File: config.mk
export PLATFORM = sky130hd
export DESIGN_NAME = instr_fetch_flat
export DESIGN_NICKNAME = d
export VERILOG_FILES = /design/src/rtl/instr_fetch_if.sv /design/src/rtl/instr_fetch.sv /design/src/flat_wrapper.sv
export SDC_FILE = /design/constraint.sdc
export NUM_CORES = 1
export LEC_CHECK = 0
export BUFFER_PORTS_ARGS = -buffer_cell sky130_fd_sc_hd__buf_2
export CORE_ASPECT_RATIO = 0.7
export CORE_MARGIN = 2
export CORE_UTILIZATION = 40
export DETAILED_ROUTE_END_ITERATION = 6
export HOLD_SLACK_MARGIN = 0.08
export PLACE_DENSITY = 0.65
export SYNTH_ARGS = -nofsm -noshare
export SYNTH_HDL_FRONTEND = slang
export SYNTH_SLANG_ARGS = --single-unit
File: constraint.sdc
create_clock -name clk -period 4.8 [get_ports clk]
set_input_delay 0.24 -clock clk [delete_from_list [all_inputs] [get_ports clk]]
set_output_delay 0.24 -clock clk [all_outputs]
set_load 0.02 [all_outputs]
File: src/rtl/instr_fetch_if.sv
// Fetch-unit bundle: instruction-memory request/response bus plus the decode-side
// valid/stall handshake and the execute redirect.
interface instr_fetch_if;
  logic        mem_req;
  logic [31:0] mem_addr;
  logic        mem_gnt;
  logic        mem_rvalid;
  logic [31:0] mem_rdata;
  logic        redirect;
  logic [31:0] redirect_pc;
  logic        stall;
  logic [31:0] instr;
  logic [31:0] instr_pc;
  logic        instr_valid;

  modport master (
    output mem_req, mem_addr, instr, instr_pc, instr_valid,
    input  mem_gnt, mem_rvalid, mem_rdata, redirect, redirect_pc, stall
  );

  modport slave (
    input  mem_req, mem_addr, instr, instr_pc, instr_valid,
    output mem_gnt, mem_rvalid, mem_rdata, redirect, redirect_pc, stall
  );
endinterface

File: src/rtl/instr_fetch.sv
// Sequential instruction fetch with a 2-entry return FIFO, credit-based issue and
// redirect flush that discards responses still in flight.
module instr_fetch #(
  parameter logic [31:0] RESET_PC = 32'h0000_0000
) (
  input  logic          clk,
  input  logic          reset,
  instr_fetch_if.master bus
);

  logic [31:0] pc;
  logic [1:0]  outstanding, outstanding_n;
  logic [1:0]  kill;
  logic [1:0]  count, count_n;
  logic [31:0] fifo_pc    [2];
  logic [31:0] fifo_instr [2];
  logic [31:0] fifo_pc_n    [2];
  logic [31:0] fifo_instr_n [2];
  logic [31:0] ifq_pc   [2];
  logic [31:0] ifq_pc_n [2];
  logic        pop, grant, resp, push;
  logic [2:0]  credit;

  assign pop    = (count != 2'd0) && !bus.stall;
  // Words owed by memory plus words held must stay below FIFO depth.
  assign credit = {1'b0, outstanding} + {1'b0, count} - {2'b00, pop};

  assign bus.mem_req     = !reset && !bus.redirect && (credit < 3'd2);
  assign bus.mem_addr    = pc;
  assign grant           = bus.mem_req && bus.mem_gnt;
  assign resp            = bus.mem_rvalid && (outstanding != 2'd0);
  assign push            = resp && (kill == 2'd0) && !bus.redirect;

  assign bus.instr_valid = (count != 2'd0);
  assign bus.instr       = fifo_instr[0];
  assign bus.instr_pc    = fifo_pc[0];

  always_comb begin
    ifq_pc_n      = ifq_pc;
    outstanding_n = outstanding;
    if (resp) begin
      ifq_pc_n[0]   = ifq_pc[1];
      outstanding_n = outstanding_n - 2'd1;
    end
    if (grant) begin
      ifq_pc_n[outstanding_n[0]] = pc;
      outstanding_n              = outstanding_n + 2'd1;
    end
  end

  always_comb begin
    fifo_pc_n    = fifo_pc;
    fifo_instr_n = fifo_instr;
    count_n      = count;
    if (pop) begin
      fifo_pc_n[0]    = fifo_pc[1];
      fifo_instr_n[0] = fifo_instr[1];
      count_n         = count_n - 2'd1;
    end
    if (push) begin
      fifo_pc_n[count_n[0]]    = ifq_pc[0];
      fifo_instr_n[count_n[0]] = bus.mem_rdata;
      count_n                  = count_n + 2'd1;
    end
  end

  always_ff @(posedge clk) begin
    if (reset) begin
      pc          <= RESET_PC;
      outstanding <= 2'd0;
      kill        <= 2'd0;
      count       <= 2'd0;
      fifo_pc     <= '{default: '0};
      fifo_instr  <= '{default: '0};
      ifq_pc      <= '{default: '0};
    end else begin
      outstanding <= outstanding_n;
      ifq_pc      <= ifq_pc_n;
      if (bus.redirect) begin
        // No grant can occur here, so outstanding_n is the post-response count.
        pc    <= {bus.redirect_pc[31:2], 2'b00};
        count <= 2'd0;
        kill  <= outstanding_n;
      end else begin
        if (grant) pc <= pc + 32'd4;
        if (resp && (kill != 2'd0)) kill <= kill - 2'd1;
        count      <= count_n;
        fifo_pc    <= fifo_pc_n;
        fifo_instr <= fifo_instr_n;
      end
    end
  end

endmodule

File: src/flat_wrapper.sv
// flat-port wrapper written by rule: the top's interface ports become plain ports
module instr_fetch_flat 
#(
  parameter logic [31:0] RESET_PC = 32'h0000_0000
)
  (clk, reset, bus_mem_req, bus_mem_addr, bus_instr, bus_instr_pc, bus_instr_valid, bus_mem_gnt, bus_mem_rvalid, bus_mem_rdata, bus_redirect, bus_redirect_pc, bus_stall);
  instr_fetch_if bus_i ();
  input  logic clk;
  input  logic reset;
  output wire logic [$bits(bus_i.mem_req)-1:0] bus_mem_req;
  output wire logic [$bits(bus_i.mem_addr)-1:0] bus_mem_addr;
  output wire logic [$bits(bus_i.instr)-1:0] bus_instr;
  output wire logic [$bits(bus_i.instr_pc)-1:0] bus_instr_pc;
  output wire logic [$bits(bus_i.instr_valid)-1:0] bus_instr_valid;
  input wire logic [$bits(bus_i.mem_gnt)-1:0] bus_mem_gnt;
  input wire logic [$bits(bus_i.mem_rvalid)-1:0] bus_mem_rvalid;
  input wire logic [$bits(bus_i.mem_rdata)-1:0] bus_mem_rdata;
  input wire logic [$bits(bus_i.redirect)-1:0] bus_redirect;
  input wire logic [$bits(bus_i.redirect_pc)-1:0] bus_redirect_pc;
  input wire logic [$bits(bus_i.stall)-1:0] bus_stall;
  assign bus_mem_req = bus_i.mem_req;
  assign bus_mem_addr = bus_i.mem_addr;
  assign bus_instr = bus_i.instr;
  assign bus_instr_pc = bus_i.instr_pc;
  assign bus_instr_valid = bus_i.instr_valid;
  assign bus_i.mem_gnt = bus_mem_gnt;
  assign bus_i.mem_rvalid = bus_mem_rvalid;
  assign bus_i.mem_rdata = bus_mem_rdata;
  assign bus_i.redirect = bus_redirect;
  assign bus_i.redirect_pc = bus_redirect_pc;
  assign bus_i.stall = bus_stall;
  instr_fetch #(.RESET_PC(RESET_PC)) u_core (.clk(clk), .reset(reset), .bus(bus_i));
endmodule
==> out/qor.txt, run 1 <==
Leftover overflow at the end of global routing = 0
Worst-path clk slew = 0.06 ns
Clock sinks = 228
Area of the die = 0.0276 mm²
Iter 0 DRT Violations = 451
CP arrival = 4.37 ns
Synth unique cells = 53
Post-synthesis cell area = 0.0105 mm²
GPL Wtd Cong = 0.780
Asr flop ratio synth = 0%
Tmin final = 4.01 ns
Chip width = 198 µm
VDD IR max = 261 µV
Num rows = 49
Yosys warnings = 0
Initial core utilization = 40.8%
Run status = completed
Root buffer cell = clkbuf_16
IO Port Bufs = 163
Most frequent cells in the layout = dfxtp_1 (228), nor2_1 (209), buf_2 (162)
Simple-gate area share of the yosys netlist = 13.3%
CP top delay family = adder cells
CP Class = flop to flop
Remaining antenna violation count = 0
Dpl hpwl = 18500 µm
Cells after Synth = 1133
Worst Path Buf+Inv = 3
# DRC = 0
Cells after DPL = 1490
Hold Crit Class = input port to flop
First-pass GRT wire length = 45400 µm
Pwr/cell area = 406 mW/mm²
Slowest-stage cell, CP = ha_2
Crit start category = flop
Finished Cell Area = 0.0125 mm²
Vias in the first global route = 8198
Cell mode on critical path = nor2_1
GRT Total Usage = 20.5%
Crit path largest cell delay = 0.56 ns
Final Hold Fails = 0
CTS tree = built
CTS buffer count = 24
Layout cell share with drive strength beyond 1 = 19.9%
Commonest non-fill, non-tap cell in the layout = dfxtp_1
Core area = 0.0257 mm²
CP cell instances = inv_2 -> ha_1 -> or2_2 -> nor2_1 -> o21ai_0 -> fa_1 -> xor2_1 -> nand3_2 -> inv_1 -> ha_2 -> buf_12 -> mux2i_1 -> nor2_1
Routed via count = 8664
Count of flip-flops with a built-in enable after synthesis = 0
Post_cts resized = 0
Leak = 5.16 nW
Skew final = 0.00948 ns
Die H = 140 µm
Largest net degree at the start of global routing = 98
Total Wirelength = 28900 µm
Gr busiest metal = met2
Achievable Freq = 0.249 GHz
Avg Inst Size Synth = 9.28 µm²
Final period utilization = 83.6%
Worst skew pair latency = 0.52 ns
RSZ-0062 raised after global routing = false
H-tree depth = 1
Layout area overhead = 18.9%
Grt met2 use = 31.4%
Final max-slew violation count = 0
Setup TNS = 0 ns
Adder-cell area share of the yosys netlist = 1.02%
# IOs = 168
Met1 Use GR = 29.9%
Critical path required time = 5.16 ns
Met3 Use GR = 3.51%
Worst slew margin = 21.8%
Main combinational cell family by area after synthesis = multiplexers
Routed wire per std cell = 18.1 µm
Compound-Gate Fraction of Synth Area = 14.4%
Crit-path max FO = 19
Clock buffer depth = 3
Ys flop type = dfxtp_1
Setup crit end kind = flop
Endpoints failing setup = 0
Mux contribution to synthesized area = 16.3%
Nets@finish = 1334
Overall Power = 0.00508 W
Post-Layout Cell Count = 1603
Inserted Diodes = 0
Worst-margin pin slew = 1.17 ns
Initial DRT Pass Iterations = 5
Synth Area in XOR/XNOR = 2.33%
Max-Cap Viols = 0
Hold Slack = 0.0914 ns
Vias per inst = 5.40
Initial antenna violation count = 1
Placed cell area = 0.0110 mm²
FF+latch count, synth = 228
Seq/Total Area, Yosys = 43.4%
## where the power goes
group	internal (W)	total (W)	switching, W
clock	0.00113	0.00191	0.000779
combinational	0.000390	0.00100	0.000615
sequential	0.00203	0.00216	0.000128
## final timing paths
check / slack, ns / endpoint / cells after the start / start
hold reg to reg: 0.47 / u_core.ifq_pc[1]$_SDFFE_PP0N_ / 1 / u_core.ifq_pc[1]$_SDFFE_PP0N_
setup reg to reg: 0.79 / flop / 13 / u_core.count[0]$_SDFF_PP0_
hold / removal: 0.09 / u_core.bus.mem_addr[25]$_SDFFE_PP0P_ / 3 / bus_redirect_pc[25]
setup / recovery: 0.79 / flop / 13 / u_core.count[0]$_SDFF_PP0_
## layer usage
metal	routed length [µm]	vias to the layer above
li1	-	4237
met1	14400	4177
met2	12400	211
met3	1510	37
met4	576	2
met5	13	-
## cell families (layout without fill, tap and decap cells)
kind of cell | after synthesis | in the layout
AO/OA/AOI/OAI | 224 | 224
XOR/XNOR | 28 | 28
adder cells (fa/ha/maj) | 8 | 8
buffers and inverters | 164 | 302
flip-flops | 228 | 228
multiplexers | 169 | 169
other | 1 | 2
AND/OR/NAND/NOR | 311 | 311
## area by class of cell
type | instances | area (µm²)
fill | 2390 | 13200
multi-input combinational | 742 | 5020
sequential | 228 | 4560
timing repair buffer | 248 | 1650
clock buffer | 33 | 706
tap | 331 | 414
clock inverter | 9 | 98.8
inverter | 12 | 46.3
## synth_stat cells (2+ instances only)
library cell  instances  area, µm²
nand3_1              14       70.1
buf_1                 9       33.8
nand4_1               9       56.3
a21oi_1              27        135
o22ai_1              68        425
a211oi_1             94        706
nor3b_1               4       30.0
or3_1                 2       12.5
a22oi_1              10       75.1
nor2_1              210        788
nand2_1              25       93.8
inv_2                 2       7.51
mux2i_1             149       1490
mux2_1                5       56.3
nor3_1                5       25.0
buf_4                76        571
and3_1                9       56.3
ha_1                  7       87.6
buf_6                 6       67.6
dfxtp_1             228       4560
inv_1                10       37.5
o21ai_0               5       25.0
buf_2                13       65.1
xnor2_1              15        131
nand3_2               3       30.0
xor2_1               13        114
or2_2                 2       12.5
and2_1                7       43.8
clkbuf_1             48        180
a31oi_1              15       93.8
and4_1                4       35.0
mux2_2               15        169
nor4_1                4       25.0
## worst reg2reg max path: cells and delay by family (launching register included)
family / cells / cell delay (ns)
AOI/OAI and AO/OA: 1 / 0.13
muxes: 1 / 0.22
xor gates and xnor gates: 1 / 0.34
DFF: 1 / 0.39
adders and majority gates: 3 / 1.25
and+or+nand+nor: 4 / 0.81
buffers and inverters: 3 / 0.70
## timing repair
item	in CTS	in global routing
setup buffers	0	0
hold buffers	71	0
hold endpoints to repair	74	0
## stage by stage
step	util, %	worst slack, ns
5_1_grt	48.6	0.535
2_1_floorplan	-	0.951
3_5_place_dp	42.7	0.811
4_1_cts	48.6	0.794
3_3_place_gp	42.7	0.863
6_report	48.6	0.785
No activity file was read; power rests on OpenSTA's default activity.
==> run 2: changes to the inputs <==
- clock period: 4.8 -> 3.9 ns (I/O delays scaled with it)
==> run 2 against run 1 <==
- power increased by 26%
- critical path depth unchanged
- fmax increased by 14%
- flip-flop and latch count unchanged
==> out/qor.txt, run 2 (synthesized netlist as in run 1, its figures left out) <==
Met1 Use GR = 31.7% (was 29.9%)
Critical path required time = 4.26 ns (was 5.16 ns)
RSZ-0062 raised after global routing = false (unchanged)
# DRC = 0 (unchanged)
Clock buffer depth = 3 (unchanged)
Worst skew pair latency = 0.51 ns (was 0.52 ns)
Run status = completed (unchanged)
Setup crit end kind = flop (unchanged)
GPL Wtd Cong = 0.781 (was 0.780)
Inserted Diodes = 0 (unchanged)
CP Class = flop to flop (unchanged)
Total Wirelength = 28900 µm (about the same)
Grt met2 use = 31.2% (was 31.4%)
Final worst setup slack = 0.376 ns (was 0.785 ns)
Met3 Use GR = 3.25% (was 3.51%)
Postcts setup bufs = 0 (unchanged)
Max-Cap Viols = 0 (unchanged)
Area of the die = 0.0276 mm² (unchanged)
CTS buffer count = 24 (unchanged)
WHS Path Cells = 4 (was 3)
Final max-slew violation count = 0 (unchanged)
Layout area overhead = 19.4% (was 18.9%)
IO Port Bufs = 163 (unchanged)
H-tree depth = 1 (unchanged)
Worst-margin pin slew = 1.01 ns (was 1.17 ns)
Crit-path max FO = 10 (was 19)
Worst-path clk slew = 0.07 ns (was 0.06 ns)
Initial core utilization = 40.8% (unchanged)
First-pass GRT wire length = 46400 µm (was 45400 µm)
Num rows = 49 (unchanged)
# IOs = 168 (unchanged)
Layout cell share with drive strength beyond 1 = 20.6% (was 19.9%)
Achievable Freq = 0.284 GHz (was 0.249 GHz)
Cells after DPL = 1497 (was 1490)
Final Hold Fails = 0 (unchanged)
Endpoints failing setup = 0 (unchanged)
Routed via count = 8617 (was 8664)
Crit. Startpoint = u_core.count[0]$_SDFF_PP0_ (unchanged)
Remaining antenna violation count = 0 (unchanged)
Pwr/cell area = 511 mW/mm² (was 406 mW/mm²)
VDD IR max = 304 µV (was 261 µV)
Gr busiest metal = met1 (was met2)
Critical R2R Launch = u_core.count[0]$_SDFF_PP0_ (unchanged)
Crit start category = flop (unchanged)
Nets@finish = 1332 (was 1334)
Final period utilization = 90.4% (was 83.6%)
Initial DRT Pass Iterations = 5 (unchanged)
Chip width = 198 µm (unchanged)
Hold Crit Class = input port to flop (unchanged)
CP arrival = 3.88 ns (was 4.37 ns)
Register-to-Register Path Depth = 13 (unchanged)
Pre-CTS setup slack = 0.301 ns (was 0.811 ns)
Post-Layout Cell Count = 1601 (was 1603)
Commonest non-fill, non-tap cell in the layout = dfxtp_1 (unchanged)
CTS tree = built (unchanged)
Root buffer cell = clkbuf_16 (unchanged)
Worst slew margin = 33.0% (was 21.8%)
Most frequent cells in the layout = dfxtp_1 (228), nor2_1 (209), buf_2 (162) (unchanged)
Die H = 140 µm (unchanged)
Core area = 0.0257 mm² (unchanged)
Skew final = 0.0109 ns (was 0.00948 ns)
Hold Slack = 0.172 ns (was 0.0914 ns)
Leftover overflow at the end of global routing = 0 (unchanged)
Iter 0 DRT Violations = 447 (was 451)
Setup TNS = 0 ns (unchanged)
Tmin final = 3.52 ns (was 4.01 ns)
Dpl hpwl = 18400 µm (was 18500 µm)
Overall Power = 0.00642 W (was 0.00508 W)
Routed wire per std cell = 18.0 µm (was 18.1 µm)
Vias in the first global route = 8331 (was 8198)
Largest net degree at the start of global routing = 116 (was 98)
GRT Total Usage = 20.9% (was 20.5%)
Clock sinks = 228 (unchanged)
Worst R2R Setup Slack = 0.38 ns (was 0.79 ns)
Leak = 5.16 nW (about the same)
Initial antenna violation count = 1 (unchanged)
Vias per inst = 5.38 (was 5.40)
## run 2: stage by stage
stage / utilization [%] / instance area [µm²]
finish: 48.8 / 12600
global route: 48.8 / 12600
detailed placement: 43.0 / 11100
CTS: 48.8 / 12600
floorplan: - / 10500
global placement: 43.0 / 11100
## run 2: metal layers
metal | vias to the layer above | share of wire (%)
met2 | 207 | 42
met3 | 40 | 5.1
met4 | 2 | 2.1
met1 | 4135 | 50
li1 | 4233 | -
met5 | - | 0.055
## run 2: timing repair
item	4_1_cts	5_1_grt
endpoints found under the hold margin	88	0
hold buffers	62	0
resized for setup	0	1
setup endpoints to repair	0	20
## run 2: area by class of cell
type                            count  area (µm²)
Fill cell                        2466       13200
Multi-Input combinational cell    742        5030
Sequential cell                   228        4560
Timing Repair Buffer              246        1650
Clock buffer                       31         698
Tap cell                          331         414
Clock inverter                     11         161
Inverter                           12        46.3
## run 2: worst min path at each step
stage | from | end | slack, ns
2_1_floorplan | bus_redirect_pc[12] | u_core.bus.mem_addr[12]$_SDFFE_PP0P_ | 0.34
3_3_place_gp | bus_redirect_pc[5] | u_core.bus.mem_addr[5]$_SDFFE_PP0P_ | 0.45
3_5_place_dp | u_core.ifq_pc[1]$_SDFFE_PP0N_ | u_core.ifq_pc[1]$_SDFFE_PP0N_ | 0.45
4_1_cts | bus_stall | u_core.count[1]$_SDFF_PP0_ | 0.15
5_1_grt | bus_redirect | u_core.bus.mem_addr[5]$_SDFFE_PP0P_ | 0.22
6_report | bus_stall | u_core.count[1]$_SDFF_PP0_ | 0.17
## run 2: report_power, final
group	switching, W	internal [W]	total [W]	leakage (nW)
logic	0.000770	0.000504	0.00127	2.89
clock network	0.000961	0.00152	0.00248	0.426
registers	0.000159	0.00250	0.00266	1.85
total	0.00189	0.00453	0.00642	5.16
## run 2: worst max-delay path, cell delays in order, from the launching register on
cell     delay [ns]
dfxtp_1        0.40
inv_2          0.10
ha_1           0.25
or2_2          0.32
nor2_1         0.17
o21ai_0        0.14
fa_1           0.53
and2_1         0.21
nand3_2        0.16
inv_1          0.13
ha_2           0.45
buf_12         0.21
mux2i_1        0.22
nor2_1         0.06
